## src/rtl/exam_eval_pkg.sv

```systemverilog
// Shared types and helpers for the exam answer evaluator.
package exam_eval_pkg;

    // Evaluator sequencing states
    typedef enum logic [1:0] {
        IDLE    = 2'd0,
        COLLECT = 2'd1,
        RESULT  = 2'd2,
        DONE    = 2'd3
    } state_t;

    // Default width of a set index / answer field
    localparam int SET_W_DEFAULT = 3;

    // Set index meaning "no set assigned"
    localparam int UNASSIGNED = 0;

    // A set index is legal when it names one of the sets 1..q
    function automatic logic set_in_range(input int unsigned set, input int unsigned q);
        return (set != UNASSIGNED) && (set <= q);
    endfunction

endpackage

```

## src/rtl/exam_key_ram.sv

```systemverilog
// Answer-key register file: Q sets x SLOTS slots x SET_W bits.
// Sets and slots are addressed 1-based; out-of-range writes are dropped
// and out-of-range reads return 0 (which never matches an answer).
module exam_key_ram
    import exam_eval_pkg::*;
#(
    parameter int Q     = 3,
    parameter int SLOTS = 3,
    parameter int SET_W = SET_W_DEFAULT,
    localparam int SL_W  = $clog2(SLOTS + 1),
    localparam int IDX_W = $clog2(Q * SLOTS)
) (
    input  logic             clk,
    input  logic             rst,
    input  logic             wr_en,
    input  logic [SET_W-1:0] wr_set,
    input  logic [SL_W-1:0]  wr_slot,
    input  logic [SET_W-1:0] wr_data,
    input  logic [SET_W-1:0] rd_set,
    input  logic [SL_W-1:0]  rd_slot,
    output logic [SET_W-1:0] rd_data
);

    logic [SET_W-1:0] mem [Q*SLOTS];
    logic             wr_ok;
    logic             rd_ok;
    logic [IDX_W-1:0] wr_idx;
    logic [IDX_W-1:0] rd_idx;

    // Range-check both ports and flatten (set, slot) into a row-major index
    always_comb begin
        wr_ok  = set_in_range(32'(wr_set), Q) && (wr_slot != '0) && (32'(wr_slot) <= SLOTS);
        rd_ok  = set_in_range(32'(rd_set), Q) && (rd_slot != '0) && (32'(rd_slot) <= SLOTS);
        wr_idx = IDX_W'((32'(wr_set) - 1) * SLOTS + 32'(wr_slot) - 1);
        rd_idx = IDX_W'((32'(rd_set) - 1) * SLOTS + 32'(rd_slot) - 1);
        rd_data = rd_ok ? mem[rd_idx] : '0;
    end

    // Key storage: cleared by reset, written one entry per cycle
    always_ff @(posedge clk) begin
        if (rst) begin
            for (int i = 0; i < Q * SLOTS; i++) begin
                mem[i] <= '0;
            end
        end else if (wr_en && wr_ok) begin
            mem[wr_idx] <= wr_data;
        end
    end

endmodule

```

## src/rtl/exam_answer_evaluator.sv

```systemverilog
// Scores one row of (set, answer) beats per student against the answer key
// and emits one record per student. Optional macro EVAL_CLASS_TOTAL_EN adds
// class_total / err_count accumulators over a pass.
//
// Handshakes: a beat transfers on a rising edge where ans_valid && ans_ready;
// a record transfers on a rising edge where res_valid && res_ready. Once
// res_valid rises, the record fields hold until that transfer.
module exam_answer_evaluator
    import exam_eval_pkg::*;
#(
    parameter int S     = 5,
    parameter int Q     = 3,
    parameter int SLOTS = 3,
    parameter int SET_W = SET_W_DEFAULT,
    localparam int ST_W  = $clog2(S + 1),
    localparam int SL_W  = $clog2(SLOTS + 1),
    localparam int TOT_W = $clog2(S * SLOTS + 1)
) (
    input  logic             clk,
    input  logic             rst,
    input  logic             start,
    input  logic             key_wr,
    input  logic [SET_W-1:0] key_set,
    input  logic [SL_W-1:0]  key_slot,
    input  logic [SET_W-1:0] key_ans,
    input  logic             ans_valid,
    output logic             ans_ready,
    input  logic [SET_W-1:0] ans_set,
    input  logic [SET_W-1:0] ans_data,
    input  logic             ans_last,
    output logic             res_valid,
    input  logic             res_ready,
    output logic [ST_W-1:0]  res_student,
    output logic [SL_W-1:0]  res_score,
    output logic             res_err,
    output logic             done,
`ifdef EVAL_CLASS_TOTAL_EN
    output logic [TOT_W-1:0] class_total,
    output logic [ST_W-1:0]  err_count,
`endif
    output state_t           dbg_state
);

    state_t                  state;
    state_t                  next_state;
    logic [SL_W-1:0]         slot;
    logic [ST_W-1:0]         student;
    logic [SL_W-1:0]         score;
    logic                    err;
    logic [2**SET_W-1:0]     seen;
    logic [SET_W-1:0]        key_rd;
    logic                    beat;
    logic                    in_range;
    logic                    hit;
    logic                    last_slot;
    logic                    beat_err;
    logic                    row_end;
    logic                    rec_take;
    logic                    last_student;

    exam_key_ram #(
        .Q     (Q),
        .SLOTS (SLOTS),
        .SET_W (SET_W)
    ) u_key_ram (
        .clk     (clk),
        .rst     (rst),
        .wr_en   (key_wr && (state == IDLE)),
        .wr_set  (key_set),
        .wr_slot (key_slot),
        .wr_data (key_ans),
        .rd_set  (ans_set),
        .rd_slot (slot),
        .rd_data (key_rd)
    );

    // Per-beat evaluation of the current (set, answer) against the key
    always_comb begin
        beat         = ans_valid && ans_ready;
        in_range     = set_in_range(32'(ans_set), Q);
        hit          = in_range && (ans_data != '0) && (ans_data == key_rd);
        last_slot    = (slot == SL_W'(SLOTS));
        beat_err     = !in_range
                     || seen[ans_set]
                     || (ans_last && !last_slot)
                     || (last_slot && !ans_last);
        row_end      = ans_last || last_slot;
        rec_take     = res_valid && res_ready;
        last_student = (student == ST_W'(S));
    end

    // State register
    always_ff @(posedge clk) begin
        if (rst) begin
            state <= IDLE;
        end else begin
            state <= next_state;
        end
    end

    // Next-state and handshake outputs
    always_comb begin
        next_state = state;
        ans_ready  = 1'b0;
        res_valid  = 1'b0;
        done       = 1'b0;
        case (state)
            IDLE: begin
                if (start) next_state = COLLECT;
            end
            COLLECT: begin
                ans_ready = 1'b1;
                if (ans_valid && row_end) next_state = RESULT;
            end
            RESULT: begin
                res_valid = 1'b1;
                if (res_ready) next_state = last_student ? DONE : COLLECT;
            end
            DONE: begin
                done       = 1'b1;
                next_state = IDLE;
            end
            default: next_state = IDLE;
        endcase
    end

    // Row accumulation and student/slot counters
    always_ff @(posedge clk) begin
        if (rst) begin
            slot    <= SL_W'(1);
            student <= ST_W'(1);
            score   <= '0;
            err     <= 1'b0;
            seen    <= '0;
        end else begin
            case (state)
                COLLECT: begin
                    if (beat) begin
                        score         <= score + SL_W'(hit);
                        err           <= err | beat_err;
                        seen[ans_set] <= 1'b1;
                        if (!row_end) slot <= slot + SL_W'(1);
                    end
                end
                RESULT: begin
                    if (rec_take) begin
                        score <= '0;
                        err   <= 1'b0;
                        seen  <= '0;
                        slot  <= SL_W'(1);
                        if (!last_student) student <= student + ST_W'(1);
                    end
                end
                DONE: begin
                    student <= ST_W'(1);
                end
                default: ;
            endcase
        end
    end

    // Record fields are only presented while a record is offered
    always_comb begin
        res_student = (state == RESULT) ? student : '0;
        res_score   = (state == RESULT) ? score : '0;
        res_err     = (state == RESULT) ? err : 1'b0;
        dbg_state   = state;
    end

`ifdef EVAL_CLASS_TOTAL_EN
    // Pass-wide totals over accepted records, cleared when a pass starts
    always_ff @(posedge clk) begin
        if (rst) begin
            class_total <= '0;
            err_count   <= '0;
        end else if ((state == IDLE) && start) begin
            class_total <= '0;
            err_count   <= '0;
        end else if (rec_take) begin
            class_total <= class_total + TOT_W'(score);
            err_count   <= err_count + ST_W'(err);
        end
    end
`endif

endmodule

```

## config.mk

```make
export PLATFORM = sky130hd
export DESIGN_NAME = exam_answer_evaluator
export DESIGN_NICKNAME = d
export VERILOG_FILES = /design/src/rtl/exam_eval_pkg.sv /design/src/rtl/exam_key_ram.sv /design/src/rtl/exam_answer_evaluator.sv
export SDC_FILE = /design/constraint.sdc
export NUM_CORES = 1
export LEC_CHECK = 0
export BUFFER_PORTS_ARGS = -buffer_cell sky130_fd_sc_hd__buf_2
export CORE_ASPECT_RATIO = 0.9
export CORE_UTILIZATION = 59
export DETAILED_ROUTE_END_ITERATION = 12
export HOLD_SLACK_MARGIN = 0.03
export PLACE_DENSITY_LB_ADDON = 0.08
export RECOVER_POWER = 100
export SYNTH_ARGS = -nofsm -noshare
export SYNTH_HDL_FRONTEND = slang
export SYNTH_SLANG_ARGS = --single-unit
```

## constraint.sdc

```tcl
create_clock -name clk -period 5.3 [get_ports clk]
set_input_delay 0.795 -clock clk [delete_from_list [all_inputs] [get_ports clk]]
set_output_delay 0.795 -clock clk [all_outputs]
set_load 0.01 [all_outputs]
```

==> metrics.yaml <==
status: "finished with violations"
violations: "design-rule violations"
grt_overflow: 0
hold_viol: 0
relSlewSlack_pct: 48.7
cts_tree: "built"
crit_chain: "buf_2, inv_1, ha_1, ha_1, inv_1, ha_1, inv_1, fa_1, mux4_2, mux2i_1, nor2_1, mux2i_1, xnor2_1, nor4_1, ha_1, nand3b_1, o21ai_0, nor3_1"
vias: 2329
synth_edf_count: 48
num_io_pins: 32
area_growth_syn_to_layout_pct: 9.43
syn_inst: 306
dieWidth_um: 84.2
reg2reg_slack_ps: 1700
reg2reg_depth: 14
diodes: 0
initialDrtViolationCount: 101
dieArea_um2: 6390
clk_pin_slew_worst_paths_ps: 70
cpMostUsedCell: "ha_1"
cts_resized: 0
hpwl_um: 4860
syn_area_um2: 3580
grt_start_max_net_pins: 20
grt_usage_pct: 22.7
dr.pass1.iters: 8
cts_max_path_buffers: 2
min_to: "seen[4]"
grt_pass1_wl_um: 10900
async_reset_ff_share_pct: 0
clock_sinks: 64
yosys_warnings: 0
synth_ff_type: "edfxtp_1"
cts_setup_buffers: 0
ant_nets: 0
cts_inserted_buffers: 9
cp_top_family: "adder cells"
setup_viol: 0
hold_start: "seen[4]"
peakVddDrop_mv: 0.223
cp.buffers_inverters: 4
final_nets: 381
h-tree-depth: 3
rsz0062_at_grt: "false"
wirelength_um: 6580
grt_pass1_vias: 2251
fin_setup_tns_ps: 0
drive_above_1_share_pct: 15.8
r2r-start: "slot[1]"
critPathLaunchType: "input pin"
critPathKind: "in2reg"
ys_seq_area_share_pct: 49.2
post-route-util_pct: 68.1
fin_ws_ps: 672
synth_area_per_cell_um2: 11.7
fmax_ghz: 0.216
cp.required_ps: 5520
root_buffer: "clkbuf_8"
io_buffers: 31
whs_ps: 469
place_area_um2: 3750
post-place-ws_ps: 370
synth_seq_cells: 64
period_share_pct: 87.3
synth_fp_nets: 350
path_max_fanout: 12
maxCapViolCount: 0
viasPerCell: 5.67
ctsHoldBuffers: 0
antenna_found_initial: 0
endpoint_kind: "register"
worst_pin_slew_ps: 769
wl_per_cell_um: 16.0
rr_endpoint: "score[0]"
gp_congestion: 0.768
drc: 2
min_path_type: "reg2reg"
slew_viol_final: 0
netlist-cell-type-count: 40
core_um2: 5760
cpMaxStageDelayCell: "fa_1"
rows: 26
power_density_nw_per_um2: 343
finClkSkew_ps: 11.1
initial_utilization_pct: 62.2
die_h_um: 75.9
critPathLaunch: "ans_set[0]"
min_period_ps: 4630
leakage_nw: 1.55
final_cell_area_um2: 3920
crit_arrival_ps: 4850
crit_path_max_incr_delay_ps: 910
worstSkewPairLatency_ps: 350
min_path_cells: 2
worst reg2reg max path: cells and delay by family (launching register included):
family	cells	cell delay, ps
compound gates	1	80
xor+xnor	2	260
fa+ha+maj	3	1300
buf+inv	1	40
flops	1	440
mux	3	750
simple gates	4	610
how the worst max path moves through the flow:
stage,endpoint,slack [ps],cells past startpoint
2_1_floorplan,score[0],960,19
3_3_place_gp,score[0],430,18
3_5_place_dp,score[0],370,18
4_1_cts,score[0],730,18
5_1_grt,score[0],400,18
6_report,score[0],670,18
layout by cell type, fill, tap and decap left out, types with 8 or more instances in the layout:
master	netlist	routed
ha_1	21	21
nor2b_1	8	8
clkbuf_8	2	9
nor2_1	47	47
mux2i_1	13	13
inv_1	16	16
a21oi_1	10	10
or2_2	13	13
and2_1	34	11
clkbuf_1	6	10
and2_0	0	23
dfxtp_1	16	16
buf_2	2	21
nand2_1	8	8
xnor2_1	10	10
edfxtp_1	48	48
synthesized netlist by cell type (6+ instances only):
master | n | area (µm²)
clkbuf_1 | 6 | 22.5
and2_1 | 34 | 213
a21oi_1 | 10 | 50.1
nor2_1 | 47 | 176
edfxtp_1 | 48 | 1440
ha_1 | 21 | 263
mux4_2 | 6 | 135
or2_2 | 13 | 81.3
mux2i_1 | 13 | 130
dfxtp_1 | 16 | 320
mux4_1 | 6 | 158
nand2_1 | 8 | 30.0
xnor2_1 | 10 | 87.6
nor2b_1 | 8 | 50.1
xor2_1 | 6 | 52.6
inv_1 | 16 | 60.1
routing by layer:
layer	share of wire, %	GRT usage (%)	vias up
met2	46	35.7	56
met4	0.76	5.69	0
met5	0	0	-
met3	4.7	6.86	6
met1	49	31.2	1129
li1	-	-	1138
sequential cells by signal (all words and copies together) (netlist names):
register	cells
dbg_state	2
err	1
score	2
seen	6
slot	2
student	3
u_key_ram.mem	48
per-stage QoR:
| stage | total power (W) | cells |
|---|---|---|
| finish | 0.00135 | 411 |
| global placement | 0.000956 | 396 |
| floorplan | 0.000896 | 306 |
| detailed placement | 0.000966 | 396 |
| global route | 0.00141 | 411 |
| CTS | 0.00136 | 411 |
power breakdown:
| part | switching (W) | internal [W] | total, W |
|---|---|---|---|
| registers | 0.0000154 | 0.000556 | 0.000571 |
| clock network | 0.000185 | 0.000212 | 0.000397 |
| logic | 0.000199 | 0.000180 | 0.000379 |
| total | 0.000399 | 0.000948 | 0.00135 |
cell type report:
class | instances | area (µm²)
clock buffers | 9 | 124
inverters | 16 | 60.1
fillers | 436 | 1840
repair buffers | 31 | 143
well taps | 70 | 87.6
clock inverters | 6 | 61.3
flip-flops and latches | 64 | 1760
multi-input cells | 215 | 1680
logic make-up after synthesis:
group	count (synthesis)	share of synthesized area (%)
fa+ha+maj	23	8.45
mux	26	12.1
compound gates	27	4.85
flops	64	49.2
buf+inv	27	3.67
xor+xnor	16	3.91
simple gates	123	17.8
(Power assumes the default switching activity.)
